## src/rtl/fifo_ctrl_pkg.sv

```systemverilog
// Shared types and defaults for the fifo_ctrl controller slice.
// Holds the FSM state type and the pointer-width helper used by the top level and the arbiter.
package fifo_ctrl_pkg;

   typedef enum logic [1:0] {
      INIT,
      RUN,
      FLUSH
   } ctrl_state_t;

   localparam int unsigned N_REQ_DEF   = 4;
   localparam int unsigned DATA_W_DEF  = 8;
   localparam int unsigned RST_CYC_DEF = 4;

   // Width of an index into n items; never narrower than one bit.
   function automatic int unsigned ptr_w(input int unsigned n);
      return (n > 1) ? $clog2(n) : 1;
   endfunction

endpackage

```

## src/rtl/fifo_ctrl_rr_arbiter.sv

```systemverilog
// Combinational round-robin arbiter: picks the first requester at or after ptr, with wrap.
// The caller owns the pointer register.
module rr_arbiter
   import fifo_ctrl_pkg::*;
#(
   parameter int unsigned N  = N_REQ_DEF,
   parameter int unsigned PW = ptr_w(N)
) (
   input  logic [N-1:0]  req,
   input  logic [PW-1:0] ptr,
   output logic [N-1:0]  gnt,
   output logic [PW-1:0] gnt_idx
);

   logic          found;
   logic [PW-1:0] cand;

   always_comb begin
      gnt     = '0;
      gnt_idx = '0;
      found   = 1'b0;
      cand    = '0;
      for (int unsigned k = 0; k < N; k++) begin
         cand = PW'((32'(ptr) + k) % N);
         if (!found && req[cand]) begin
            found   = 1'b1;
            gnt_idx = cand;
         end
      end
      if (found) gnt[gnt_idx] = 1'b1;
   end

endmodule

```

## src/rtl/fifo_ctrl.sv

```systemverilog
// Shares one standard-read FIFO between N_REQ round-robin producers and one consumer,
// hides the FIFO read latency with a 2-entry skid buffer and sequences the FIFO srst.
module fifo_ctrl
   import fifo_ctrl_pkg::*;
#(
   parameter int unsigned N_REQ   = N_REQ_DEF,
   parameter int unsigned DATA_W  = DATA_W_DEF,
   parameter int unsigned RST_CYC = RST_CYC_DEF
) (
   input  logic                    clk,
   input  logic                    rst,
   input  logic [N_REQ-1:0]        req_valid,
   input  logic [N_REQ*DATA_W-1:0] req_data,
   output logic [N_REQ-1:0]        req_ready,
   input  logic                    flush,
   output logic                    busy,
   output logic                    fifo_srst,
   output logic [DATA_W-1:0]       fifo_din,
   output logic                    fifo_wr_en,
   input  logic                    fifo_full,
   output logic                    fifo_rd_en,
   input  logic [DATA_W-1:0]       fifo_dout,
   input  logic                    fifo_empty,
   output logic                    m_valid,
   output logic [DATA_W-1:0]       m_data,
   input  logic                    m_ready
);

   localparam int unsigned   PW       = ptr_w(N_REQ);
   localparam int unsigned   CW       = ptr_w(RST_CYC);
   localparam logic [CW-1:0] CNT_LAST = CW'(RST_CYC - 1);

   ctrl_state_t       state;
   logic [CW-1:0]     cnt;
   logic [PW-1:0]     rr_ptr;
   logic [N_REQ-1:0]  gnt;
   logic [PW-1:0]     gnt_idx;
   logic              run;
   logic              grant;
   logic              pop;
   logic              inf;
   logic [1:0]        occ;
   logic [1:0]        load;
   logic [DATA_W-1:0] skid_h;
   logic [DATA_W-1:0] skid_t;

   rr_arbiter #(
      .N  (N_REQ),
      .PW (PW)
   ) u_arb (
      .req     (req_valid),
      .ptr     (rr_ptr),
      .gnt     (gnt),
      .gnt_idx (gnt_idx)
   );

   // No handshake is offered in the cycle flush is seen, since the FIFO is about to be reset.
   assign run        = (state == RUN) && !flush;
   assign grant      = run && !fifo_full && (|req_valid);
   assign req_ready  = grant ? gnt : '0;
   assign fifo_wr_en = grant;

   always_comb begin
      fifo_din = '0;
      for (int unsigned i = 0; i < N_REQ; i++)
         if (req_ready[i]) fifo_din = req_data[i*DATA_W +: DATA_W];
   end

   assign m_valid    = (occ != 2'd0);
   assign m_data     = skid_h;
   assign pop        = m_valid && m_ready;
   // occ + inf never exceeds 2, so the post-pop load fits in two bits.
   assign load       = occ + {1'b0, inf} - {1'b0, pop};
   assign fifo_rd_en = run && !fifo_empty && (load < 2'd2);

   // busy is the registered copy of (state != RUN), so it trails the state by one cycle.
   always_ff @(posedge clk or posedge rst) begin
      if (rst) begin
         state     <= INIT;
         cnt       <= '0;
         fifo_srst <= 1'b1;
         busy      <= 1'b0;
      end else begin
         busy <= (state != RUN);
         case (state)
            INIT, FLUSH: begin
               if (cnt == CNT_LAST) begin
                  state     <= RUN;
                  fifo_srst <= 1'b0;
                  cnt       <= '0;
               end else begin
                  cnt <= cnt + 1'b1;
               end
            end
            RUN: begin
               if (flush) begin
                  state     <= FLUSH;
                  fifo_srst <= 1'b1;
                  cnt       <= '0;
               end
            end
            default: begin
               state     <= INIT;
               fifo_srst <= 1'b1;
               cnt       <= '0;
            end
         endcase
      end
   end

   always_ff @(posedge clk or posedge rst) begin
      if (rst) begin
         rr_ptr <= '0;
      end else if (grant) begin
         rr_ptr <= (32'(gnt_idx) == N_REQ - 1) ? '0 : gnt_idx + 1'b1;
      end
   end

   // The returning word lands at slot (occ - pop): the head when that is zero, else the tail.
   always_ff @(posedge clk or posedge rst) begin
      if (rst) begin
         occ    <= '0;
         inf    <= 1'b0;
         skid_h <= '0;
         skid_t <= '0;
      end else if (state == RUN && flush) begin
         occ <= '0;
         inf <= 1'b0;
      end else begin
         occ <= load;
         inf <= fifo_rd_en;
         if (pop) skid_h <= skid_t;
         if (inf) begin
            if (occ == {1'b0, pop}) skid_h <= fifo_dout;
            else                    skid_t <= fifo_dout;
         end
      end
   end

endmodule

```

## config.mk

```make
export PLATFORM = sky130hd
export DESIGN_NAME = fifo_ctrl
export DESIGN_NICKNAME = d
export VERILOG_FILES = /design/src/rtl/fifo_ctrl_pkg.sv /design/src/rtl/fifo_ctrl_rr_arbiter.sv /design/src/rtl/fifo_ctrl.sv
export SDC_FILE = /design/constraint.sdc
export NUM_CORES = 1
export LEC_CHECK = 0
export CORE_UTILIZATION = 30
export DETAILED_ROUTE_END_ITERATION = 12
export GPL_ROUTABILITY_DRIVEN = 0
export HOLD_SLACK_MARGIN = 0.02
export PLACE_DENSITY = 0.67
export SETUP_SLACK_MARGIN = 0.4
export SLEW_MARGIN = 20
export SYNTH_ARGS = -nofsm -noshare
export SYNTH_HDL_FRONTEND = slang
export SYNTH_HIERARCHICAL = 1
export SYNTH_SLANG_ARGS = --single-unit
```

## constraint.sdc

```tcl
create_clock -name clk -period 3.8 [get_ports clk]
set_input_delay 0.95 -clock clk [delete_from_list [all_inputs] [get_ports clk]]
set_output_delay 0.95 -clock clk [all_outputs]
set_load 0.01 [all_outputs]
```

======== Word-level counts from Yosys, hierarchy flattened ========
Index checks and enable logic that the tools add are counted.
storage, ports and cells
  register bits ........................... 27
  latch bits .............................. 0
  bits in writable memories ............... 0
  ROM bits ................................ 0
  bits of input ports ..................... 50
  output and inout port bits .............. 25
  word-level logic and storage cells ...... 95
  memories kept ........................... 0
operators by class
  add/sub/neg operators ................... 7
  multiply operators ...................... 0
  div/mod/pow operators ................... 0
  $lt $le $gt $ge ......................... 7
  equal/unequal tests ..................... 8
  shifts and indexed selects .............. 0
  mux-type cells .......................... 39
  bitwise gates (word level) .............. 2
  reduce and logical (&&, ||, !) cells .... 23
operators with widths
  operator                                                                       number
  8-bit two-way mux                                                              7
  2-bit two-way mux                                                              10
  2-bit by 3-bit less-than comparator with 1-bit output (second input constant)  5
  1-bit two-way mux                                                              12
  1-bit logical AND                                                              11
  1-bit binary-select mux with 2-bit select                                      4
  4-bit two-way mux                                                              2
  2-bit one-hot mux with 2 select lines                                          2
  2-bit by 1-bit adder with 2-bit output (second input constant)                 3
  2-bit equality test (second input constant)                                    3
  1-bit logical NOT                                                              6
  2-bit adder (second input constant)                                            2
  2-bit != test (second input constant)                                          2
  4-bit OR reduction                                                             1
  3-bit AND reduction                                                            1
  2-bit by 1-bit adder with 2-bit output                                         1
  1-bit demux with 2-bit select                                                  1
  2-bit by 1-bit equality test with 1-bit output                                 1
  2-bit by 1-bit equality test with 1-bit output (second input constant)         1
  2-bit by 1-bit >= comparator with 1-bit output (second input constant)         1
  2-bit logical NOT                                                              1
  2-bit less-than comparator (second input constant)                             1
  2-bit by 1-bit != test with 1-bit output (second input constant)               1
  1-bit NOT                                                                      2
  other kinds (5)                                                                5

======== Depth between registers and ports, before layout ========
Gate-level depths: netlist of run 1.
  depth after elaboration ................. 22
  gate-level depth with buffers ........... 9
  gate-level depth less buffers ........... 7

======== Modules after synthesis ========
The synthesis of run 1 kept the hierarchy.
by module, submodules not included
  module      instances  cells each  area an instance (um^2)  seq. area each (um^2)
  fifo_ctrl   1          172         1577.8                   676.9
  rr_arbiter  1          30          185.2                    0.0

======== Worst setup path before layout of run 1 ========
Ideal clock, no wire load.
  kind .................................... in2out
  start point ............................. in req_valid[1]
  end point ............................... out fifo_din[3]
  data arrival time ....................... 2507 ps
  data required time ...................... 2850 ps
  path slack .............................. 343 ps
  stages .................................. 9
  path buffers ............................ 3
  cells stage by stage .................... buf_2 -> nor3_1 -> a221oi_1 -> nor2b_1 -> clkbuf_1 -> clkbuf_1 -> a21oi_1 -> a221o_1 -> a21oi_1
between the ends
  elaborated cells between the ends (all ways) .. 35
  those cells by class .................... order compare (2); mux (24); reduce/logical (9)
RTL lines
  item                                                                                                                                           RTL line                    text
  from (decl)                                                                                                                                    fifo_ctrl.sv:12             input logic [N_REQ-1:0] req_valid,
  1-bit binary-select mux with 2-bit select                                                                                                      fifo_ctrl_rr_arbiter.sv:25  if (!found && req[cand]) begin
  1-bit two-way mux (implied by the code)                                                                                                        fifo_ctrl_rr_arbiter.sv:25
  1-bit two-way mux                                                                                                                              fifo_ctrl_rr_arbiter.sv:25
  1-bit logical NOT                                                                                                                              fifo_ctrl_rr_arbiter.sv:25
  1-bit logical AND                                                                                                                              fifo_ctrl_rr_arbiter.sv:25
  1-bit two-way mux                                                                                                                              fifo_ctrl_rr_arbiter.sv:25
  1-bit logical NOT                                                                                                                              fifo_ctrl_rr_arbiter.sv:25
  1-bit logical AND                                                                                                                              fifo_ctrl_rr_arbiter.sv:25
  (+4 left out)                                                                                                                                  -
  2-bit by 3-bit less-than comparator with 1-bit output (implied by the code) or 2-bit by 1-bit >= comparator with 1-bit output (tied branches)  fifo_ctrl_rr_arbiter.sv:30  if (found) gnt[gnt_idx] = 1'b1;
  1-bit logical AND (implied by the code)                                                                                                        fifo_ctrl_rr_arbiter.sv:30
  1-bit two-way mux (implied by the code)                                                                                                        fifo_ctrl_rr_arbiter.sv:30
  1-bit demux with 2-bit select                                                                                                                  -
  4-bit two-way mux *                                                                                                                            fifo_ctrl_rr_arbiter.sv:30
  via gnt[2]                                                                                                                                     fifo_ctrl.sv:36             logic [N_REQ-1:0] gnt;
  4-bit two-way mux *                                                                                                                            fifo_ctrl.sv:60             assign req_ready = grant ? gnt : '0;
  8-bit two-way mux * (2 in a row)                                                                                                               fifo_ctrl.sv:66             if (req_ready[i]) fifo_din = req_data[i*DATA_W +: DATA_W];
  to (decl)                                                                                                                                      fifo_ctrl.sv:18             output logic [DATA_W-1:0] fifo_din,
Mark *: on every way through the listed nets, which the timed path passes. The rest lies on a longest branch. The select of a mux whose other input is x is not followed.

======== Final worst setup path of run 1 ========
  start point ............................. in flush
  end point ............................... out req_ready[2]
between the ends
  word-level cells in the longest chain between the ends .. 5
RTL lines
  item                            RTL line         text
  from (decl)                     fifo_ctrl.sv:15  input logic flush,
  1-bit logical NOT               fifo_ctrl.sv:58  assign run = (state == RUN) && !flush;
  1-bit logical AND               fifo_ctrl.sv:58
  1-bit logical AND (2 in a row)  fifo_ctrl.sv:59  assign grant = run && !fifo_full && (|req_valid);
  4-bit two-way mux               fifo_ctrl.sv:60
  to (decl)                       fifo_ctrl.sv:14  output logic [N_REQ-1:0] req_ready,
No other way between the ends.

==> metrics.yaml, run 1 <==
clock-sinks: 27
grt_usage: 0.167
core_area_sq_mm: 0.00557
drc_errors: 0
multi_input_area_sq_mm: 0.00105
drt-initial-drc-count: 78
cts.path.max_buffers: 2
crit_arrival_ps: 2400
synth_seq_area_share: 0.384
grt_start_max_net_pins: 28
grt_pass1_wl_um: 8040
tns_ps: 0
rsz0062_at_grt: "yes"
hp-start: "skid_t[7]$_DFFE_PP0P_"
r2r_start: "occ[1]$_DFF_PP0_"
syn_inst: 202
floorplan.initialDensity: 0.316
drive_above_1_share: 0.301
antennaDiodeCount: 0
r2r_setup_slack_ps: 1710
slew_headroom: 0.631
synthArstFlopShare: 1.00
synth_cell_type_count: 42
start_kind: "input port"
clk_pin_slew_ps: 90
antenna_left: 0
root_buffer: "clkbuf_8"
clk_latency_ps: 270
die_area_sq_mm: 0.00619
hold_violations: 0
final_common_cell: "clkdlybuf4s50_1"
htree_levels: 1
cts_tree: "yes"
hold_path_depth: 1
wire_per_inst_um: 14.3
ys_warn_count: 6
hp-class: "reg -> reg"
vdd_drop_max_mv: 0.318
synth-main-ff-cell: "dfrtp_1"
setup_viol: 0
max_cap_viol_count: 0
area_delta_synth_final_pct: 62.9
die_w_um: 78.7
vias: 1803
synth_area_per_cell_sq_um: 8.73
synth_edf_count: 0
dr.pass1.iters: 4
outcome: "completed"
critPathCaptureType: "primary output"
synth_area_sq_mm: 0.00176
critPathMaxFanout: 6
cp.required_ps: 2850
fin_util: 0.515
instances_no_fill: 368
leakage_nw: 1.29
antenna_found_initial: 0
row_count: 27
timing.hold.ws_ps: 514
pin_count: 75
r2r_end: "skid_t[0]$_DFFE_PP0P_"
p_per_area_mw_per_mm2: 562
die_h_um: 78.7
nets: 351
whs_endpoint: "skid_t[7]$_DFFE_PP0P_"
tightestPinTransition_ps: 553
grt.overflow.total: 0
maxSlewViolCount: 0
viasPerCell: 4.90
final.setup_skew_ps: 5.74
grt_pass1_vias: 1668
ys_seq_elements: 27
max_freq_mhz: 299
period_needed_ps: 3350
fillers: 551
layout_common_cells: "clkdlybuf4s50_1 (54), dfrtp_1 (26), inv_1 (23), nand2_1 (21), buf_4 (20)"
hpwl_um: 3570
numCtsBuffers: 3
synth_nets: 256
io_buffers: 74
reg2reg_depth: 8
finalCritPeriodShare: 0.881
drt_wl_total_um: 5250
path_class: "in -> out"
dp.cells: 354
layout.area.seq_sq_um: 677
p_total_mw: 1.61
[state kept, by name, summed over array words and instances, names as in the netlist]
signal,flops
busy,1
cnt,2
fifo_srst,1
inf,1
m_data,8
occ,2
rr_ptr,2
skid_t,8
state,2
[layout make-up]
type	instances	area share
Multi-Input combinational cell	137	0.365
Inverter	27	0.0370
Tap cell	72	0.0314
Sequential cell	27	0.236
Clock inverter	1	0.00174
Clock buffer	3	0.0144
Timing Repair Buffer	101	0.315
[synth_stat cells (2+ instances only)]
cell type | n | share of area
o21a_1 | 2 | 0.0085
o221ai_1 | 8 | 0.040
nand3_1 | 8 | 0.023
xnor2_1 | 2 | 0.0099
nor3_1 | 5 | 0.014
o21ai_0 | 4 | 0.011
nand2b_1 | 3 | 0.011
dfrtp_1 | 26 | 0.37
clkbuf_1 | 9 | 0.019
nor2_1 | 7 | 0.015
mux2_2 | 8 | 0.051
ha_1 | 4 | 0.028
mux2_4 | 2 | 0.017
inv_1 | 26 | 0.055
nand2_1 | 21 | 0.045
and2_2 | 4 | 0.017
a211oi_2 | 2 | 0.014
nand3b_1 | 9 | 0.038
a221o_1 | 8 | 0.045
a21oi_1 | 21 | 0.060
and2_1 | 2 | 0.0071
[through the flow]
step / setup slack, ps / instance area, sq um
floorplan: 411 / 1760
global placement: -366 / 2680
detailed placement: -378 / 2680
CTS: 401 / 2800
global route: 363 / 2870
finish: 453 / 2870
[cells by family after synthesis]
logic type | count (synthesis) | share of synthesized area
muxes | 10 | 0.0681
adders and majority gates | 4 | 0.0284
DFF | 27 | 0.384
and+or+nand+nor | 67 | 0.206
buffers and inverters | 40 | 0.0923
xor gates and xnor gates | 2 | 0.00994
AOI/OAI and AO/OA | 52 | 0.211
[worst max-delay path by stage]
| stage | start | to | slack, ps |
|---|---|---|---|
| 2_1_floorplan | req_valid[1] | fifo_din[3] | 410 |
| 3_3_place_gp | req_valid[0] | fifo_din[3] | -370 |
| 3_5_place_dp | req_valid[0] | fifo_din[4] | -380 |
| 4_1_cts | flush | req_ready[2] | 400 |
| 5_1_grt | req_valid[3] | fifo_din[7] | 360 |
| 6_report | flush | req_ready[2] | 450 |
[metal layers]
metal	global-route usage	part of all wire
met2	0.261	0.48
met5	0	0
met3	0.0291	0.027
met4	0.0370	0.0074
met1	0.238	0.48
[worst max-delay path: stages]
cell	delay [ps]
dlygate4sd2_1	260
or3b_4	400
or3_4	360
inv_4	80
and2_2	130
clkdlybuf4s15_2	220
[report_power, final]
| part | total (mW) | internal (mW) | leakage (nW) | switching, mW |
|---|---|---|---|---|
| registers | 0.535 | 0.420 | 0.341 | 0.116 |
| logic | 0.916 | 0.516 | 0.924 | 0.400 |
| clock network | 0.163 | 0.0735 | 0.0255 | 0.0894 |
| total | 1.61 | 1.01 | 1.29 | 0.605 |
[repair_timing]
item,in CTS,in global routing
hold buffers,0,0
cloned,5,0
endpoints found under the setup margin,14,11
pin swaps,13,8
gates resized for setup,95,18
setup buffers,3,2
No activity file was read; power rests on OpenSTA's default activity.
==> run 2: changes to the inputs <==
DONT_BUFFER_PORTS = 1   (was default)
PLACE_DENSITY = 0.51   (was 0.67)
==> run 2 against run 1 <==
Against the previous run:
- global-route usage decreased by 4.0 points
- combinational power decreased by 41%
- die area unchanged
- critical path type unchanged
- worst setup slack improved by 90 ps
==> metrics.yaml, run 2 (synthesis gave the netlist of run 1 again) <==
outcome: "completed"
hold_path_depth: 1  # unchanged
start_kind: "input port"
drt-initial-drc-count: 29  # -63%
worst_slack_ps: 543  # +90.1 ps
maxSlewViolCount: 0  # unchanged
cts_hold_buf: 0  # unchanged
wire_per_inst_um: 14.3  # +0.33%
p_per_area_mw_per_mm2: 674  # +20%
drt_wl_total_um: 3830  # -27%
max_cap_viol_count: 0  # unchanged
row_count: 27  # unchanged
rsz0062_at_grt: "no"
clk_latency_ps: 270  # about the same
period_needed_ps: 3260  # -90.1 ps
critPathMaxFanout: 10  # +4
crit_arrival_ps: 2310  # -90 ps
tns_ps: 0  # unchanged
place_ws_ps: 426  # +804 ps
die_h_um: 78.7  # unchanged
grt.overflow.total: 0  # unchanged
vdd_drop_max_mv: 0.221  # -30%
max_freq_mhz: 307  # +2.8%
hold_violations: 0  # unchanged
vias: 1404  # -22%
finalCritPeriodShare: 0.857  # -0.0237
antennaDiodeCount: 0  # unchanged
cts_tree: "yes"
hp-class: "reg -> reg"
dr.pass1.iters: 4  # unchanged
critPathCaptureType: "primary output"
viasPerCell: 5.24  # +6.9%
pin_count: 75  # unchanged
p_switching_mw: 0.501  # -17%
grt_usage: 0.127  # -0.0401
htree_levels: 1  # unchanged
placed_area_sq_mm: 0.00181  # -32%
core_area_sq_mm: 0.00557  # unchanged
drive_above_1_share: 0.153  # -0.148
tightestPinTransition_ps: 794  # +242 ps
leakage_nw: 0.812  # -37%
layout_common_cells: "dfrtp_1 (26), inv_1 (25), nand2_1 (21), a21oi_1 (21), nand3b_1 (9)"
cts.path.max_buffers: 2  # unchanged
grt_start_max_net_pins: 28  # unchanged
nets: 251  # -28%
final_common_cell: "dfrtp_1"
floorplan.initialDensity: 0.316  # unchanged
io_buffers: 0  # -100%
drc_errors: 0  # unchanged
die_area_sq_mm: 0.00619  # unchanged
area_delta_synth_final_pct: 5.68
slew_headroom: 0.468  # -0.163
clock-sinks: 27  # unchanged
fillers: 572  # +3.8%
numCtsBuffers: 3  # unchanged
final.setup_skew_ps: 7.05  # +1.31 ps
p_comb_frac: 0.430  # -0.137
setup_viol: 0  # unchanged
cp.required_ps: 2850  # about the same
antenna_left: 0  # unchanged
clk_pin_slew_ps: 100  # about the same
postLayoutCellArea_sq_mm: 0.00186  # -35%
clockPowerShare: 0.131  # +0.030
hpwl_um: 2780  # -22%
timing.hold.ws_ps: 515  # +0.942 ps
reg2reg_depth: 5  # -3
grt_pass1_vias: 1345  # -19%
root_buffer: "clkbuf_8"
power_frac_seq: 0.439  # +0.107
swShare: 0.399  # +0.0240
p_int_mw: 0.755  # -25%
grt_pass1_wl_um: 6090  # -24%
die_w_um: 78.7  # unchanged
path_class: "in -> out"
antenna_found_initial: 0  # unchanged
run 2: cell count changes in the layout (fill, tap and decap cells not counted), sizes merged:
cell           previous run  this run
buf                      42         3
o211a                     3         1
dlygate4sd2               2         0
clkdlybuf4s15             3         0
clkdlybuf4s50            54         0
run 2: repair_timing:
action | 4_1_cts | 5_1_grt
buffers inserted | 0 | 0
endpoints found under the setup margin | 0 | 8
gates resized for setup | 0 | 1
run 2: final timing paths:
kind                                       startpoint                     to  slack (ps)
worst max-delay path                            flush           req_ready[1]         540
worst min-delay path            skid_t[1]$_DFFE_PP0P_  skid_t[1]$_DFFE_PP0P_         520
worst max register to register       occ[1]$_DFF_PP0_  skid_t[0]$_DFFE_PP0P_        1640
worst min register to register  skid_t[1]$_DFFE_PP0P_  skid_t[1]$_DFFE_PP0P_         520
max in group asynchronous                         rst  rr_ptr[1]$_DFFE_PP0N_        2810
min in group asynchronous                         rst  m_data[2]$_DFFE_PP0N_         610
run 2: power by group through the flow:
stage / combinational [mW] / clock (mW) / sequential (mW)
5_1_grt: 0.617 / 0.184 / 0.570
3_3_place_gp: 0.534 / 0 / 0.555
2_1_floorplan: 0.483 / 0 / 0.519
4_1_cts: 0.544 / 0.173 / 0.553
6_report: 0.540 / 0.164 / 0.552
3_5_place_dp: 0.541 / 0 / 0.560
run 2: critical path: stages:
cell	delay, ps
or3b_1	410
or3_1	540
inv_2	210
and2_2	200
run 2: layout make-up:
class	count	area [sq um]	area share
Clock buffer	3	41.3	0.0222
Sequential cell	27	677	0.363
Tap cell	72	90.1	0.0484
Multi-Input combinational cell	135	926	0.497
Clock inverter	1	5.00	0.00269
Inverter	27	101	0.0544
Timing Repair Buffer	3	22.5	0.0121
run 2: layer usage:
| layer | vias to the layer above | wire, um | part of all wire | GRT usage |
|---|---|---|---|---|
| met4 | 0 | 47 | 0.012 | 0.0389 |
| met5 | - | 0 | 0 | 0 |
| li1 | 693 | - | - | - |
| met2 | 60 | 1820 | 0.47 | 0.223 |
| met3 | 4 | 298 | 0.078 | 0.0419 |
| met1 | 647 | 1670 | 0.44 | 0.143 |
run 2: through the flow:
| step | total power, mW | cells | utilization |
|---|---|---|---|
| after floorplan | 1.00 | 202 | - |
| after global placement | 1.09 | 264 | 0.325 |
| after detailed placement | 1.10 | 264 | 0.325 |
| after CTS | 1.27 | 268 | 0.334 |
| after global routing | 1.37 | 268 | 0.334 |
| final | 1.26 | 268 | 0.334 |
==> run 3: changes to the inputs <==
clock period = 3 ns   (was 3.8 ns; I/O delays follow)
==> run 3 against run 2 <==
Against the previous run:
- sequential cell count stayed put
- design area grew 15%
- global-route usage increased by 0.47 points
- first-iteration DRC count unchanged
- worst setup slack got worse by 210 ps
- combinational power rose by 81%
- clock skew decreased by 4.2 ps
- non-clock buffer count up 19
- hold slack got worse by 93 ps
- critical path type unchanged
- register-to-register slack got worse by 670 ps
- largest power group is now combinational cells
- largest cell class unchanged
- via count is 4.8% higher
- clock power increased by 24%
==> metrics.yaml, run 3 (synthesis gave the netlist of run 1 again) <==
outcome: "completed"
tightestPinTransition_ps: 401  # -393 ps
nets: 270  # +7.6%
p_comb_frac: 0.524  # +0.094
area_delta_synth_final_pct: 21.8
swShare: 0.387  # -0.0116
grt_pass1_wl_um: 6440  # +5.9%
wire_per_inst_um: 14.6  # +2.3%
slew_headroom: 0.733  # +0.265
cts.path.max_buffers: 2  # unchanged
htree_levels: 1  # unchanged
cp-startpoint: "req_valid[2]"
r2r_setup_slack_ps: 970  # -670 ps
max_freq_mhz: 375
cp_cell_sequence: "nor3_2, a311oi_2, nor2_2, buf_4, nand3b_1, a221o_1, a21oi_2"
io_buffers: 0  # unchanged
rsz0062_at_grt: "yes"
antennaDiodeCount: 0  # unchanged
p_total_mw: 1.87  # +49%
core_area_sq_mm: 0.00557  # unchanged
viasPerCell: 5.13  # -2.1%
clk_latency_ps: 270  # about the same
worst_slack_ps: 334  # -209 ps
drt-initial-drc-count: 29  # unchanged
r2r_start: "occ[0]$_DFF_PP0_"
clockPowerShare: 0.109  # -0.022
hold_violations: 0  # unchanged
hp-class: "in -> async"
die_h_um: 78.7  # unchanged
pin_count: 75  # unchanged
floorplan.initialDensity: 0.316  # unchanged
leakage_nw: 0.915  # +13%
vdd_drop_max_mv: 0.312  # +41%
antenna_found_initial: 0  # unchanged
row_count: 27  # unchanged
vias: 1472  # +4.8%
tns_ps: 0  # unchanged
critPathCaptureType: "primary output"
p_int_mw: 1.15  # +52%
crit_path_max_incr_delay_ps: 310  # -230 ps
fillers: 567  # -0.87%
finalCritPeriodShare: 0.889
p_switching_mw: 0.724  # +44%
grt_usage: 0.132  # +0.00468
grt.overflow.total: 0  # unchanged
grt_start_max_net_pins: 28  # unchanged
cp.required_ps: 2250  # -600 ps
endpoint: "fifo_din[3]"
drive_above_1_share: 0.340  # +0.186
hpwl_um: 2740  # -1.4%
setup_viol: 0  # unchanged
crit_arrival_ps: 1920  # -390 ps
antenna_left: 0  # unchanged
place_ws_ps: 287  # -139 ps
grt_pass1_vias: 1363  # +1.3%
critPathMaxFanout: 8  # -2
timing.hold.ws_ps: 422  # -93.0 ps
die_w_um: 78.7  # unchanged
cts_tree: "yes"
p_per_area_mw_per_mm2: 871  # +29%
clk_pin_slew_ps: 90  # about the same
power_frac_seq: 0.367  # -0.072
drt_wl_total_um: 4200  # +9.6%
max_cap_viol_count: 0  # unchanged
final.setup_skew_ps: 2.87  # -4.18 ps
reg2reg_depth: 5  # unchanged
maxSlewViolCount: 0  # unchanged
period_needed_ps: 2670
start_kind: "input port"
root_buffer: "clkbuf_8"
path_class: "in -> out"
die_area_sq_mm: 0.00619  # unchanged
cpMaxStageDelayCell: "a221o_1"
drc_errors: 0  # unchanged
final_common_cell: "inv_1"
layout_common_cells: "inv_1 (25), dfrtp_1 (23), nand2_1 (21), buf_4 (20), a21oi_1 (13)"
r2r_end: "m_data[3]$_DFFE_PP0N_"
dr.pass1.iters: 4  # unchanged
numCtsBuffers: 3  # unchanged
clock-sinks: 27  # unchanged
-- run 3: area by class of cell --
cell class / instances / area [sq um] / area share
multi-input cells: 135 / 1050 / 0.490
inverters: 27 / 106 / 0.0495
flip-flops and latches: 27 / 681 / 0.317
well taps: 72 / 90.1 / 0.0420
repair buffers: 22 / 173 / 0.0804
clock buffers: 4 / 45.0 / 0.0210
-- run 3: repair_timing --
| action | 4_1_cts | 5_1_grt |
|---|---|---|
| cloned | 0 | 1 |
| gates resized for setup | 14 | 12 |
| pin swaps | 7 | 5 |
| hold buffers | 0 | 0 |
| endpoints found under the setup margin | 13 | 12 |
| buffers inserted | 8 | 5 |
-- run 3: power groups by stage --
stage / combinational (mW) / clock [mW] / sequential (mW)
after floorplan: 0.649 / 0 / 0.658
after detailed placement: 0.726 / 0 / 0.710
after CTS: 0.877 / 0.214 / 0.690
final: 0.980 / 0.203 / 0.685
after global placement: 0.719 / 0 / 0.706
after global routing: 1.09 / 0.222 / 0.709
-- run 3: metrics by stage --
step	util	area, sq um	std cells
detailed placement	0.341	1900	269
finish	0.385	2150	287
floorplan	-	1840	202
global route	0.385	2150	287
global placement	0.341	1900	269
CTS	0.370	2060	281
-- run 3: how the worst min path moves through the flow --
| stage | cells past startpoint | to |
|---|---|---|
| final | 2 | rr_ptr[1]$_DFFE_PP0N_ |
| after global routing | 2 | rr_ptr[1]$_DFFE_PP0N_ |
| after CTS | 2 | rr_ptr[1]$_DFFE_PP0N_ |
| after detailed placement | 1 | skid_t[3]$_DFFE_PP0P_ |
| after global placement | 1 | skid_t[1]$_DFFE_PP0P_ |
| after floorplan | 1 | skid_t[0]$_DFFE_PP0P_ |
-- run 3: critical path: cells and delay by family --
kind	cells	cell delay (ps)
buf+inv	1	160
compound gates	3	570
simple gates	3	440
-- run 3: metal layers --
metal	vias to the layer above	global-route usage	part of all wire	wire length (um)
li1	733	-	-	-
met1	689	0.160	0.44	1830
met2	48	0.224	0.50	2100
met3	2	0.0326	0.061	257
met4	0	0.0444	0.0033	14
met5	-	0	0	0
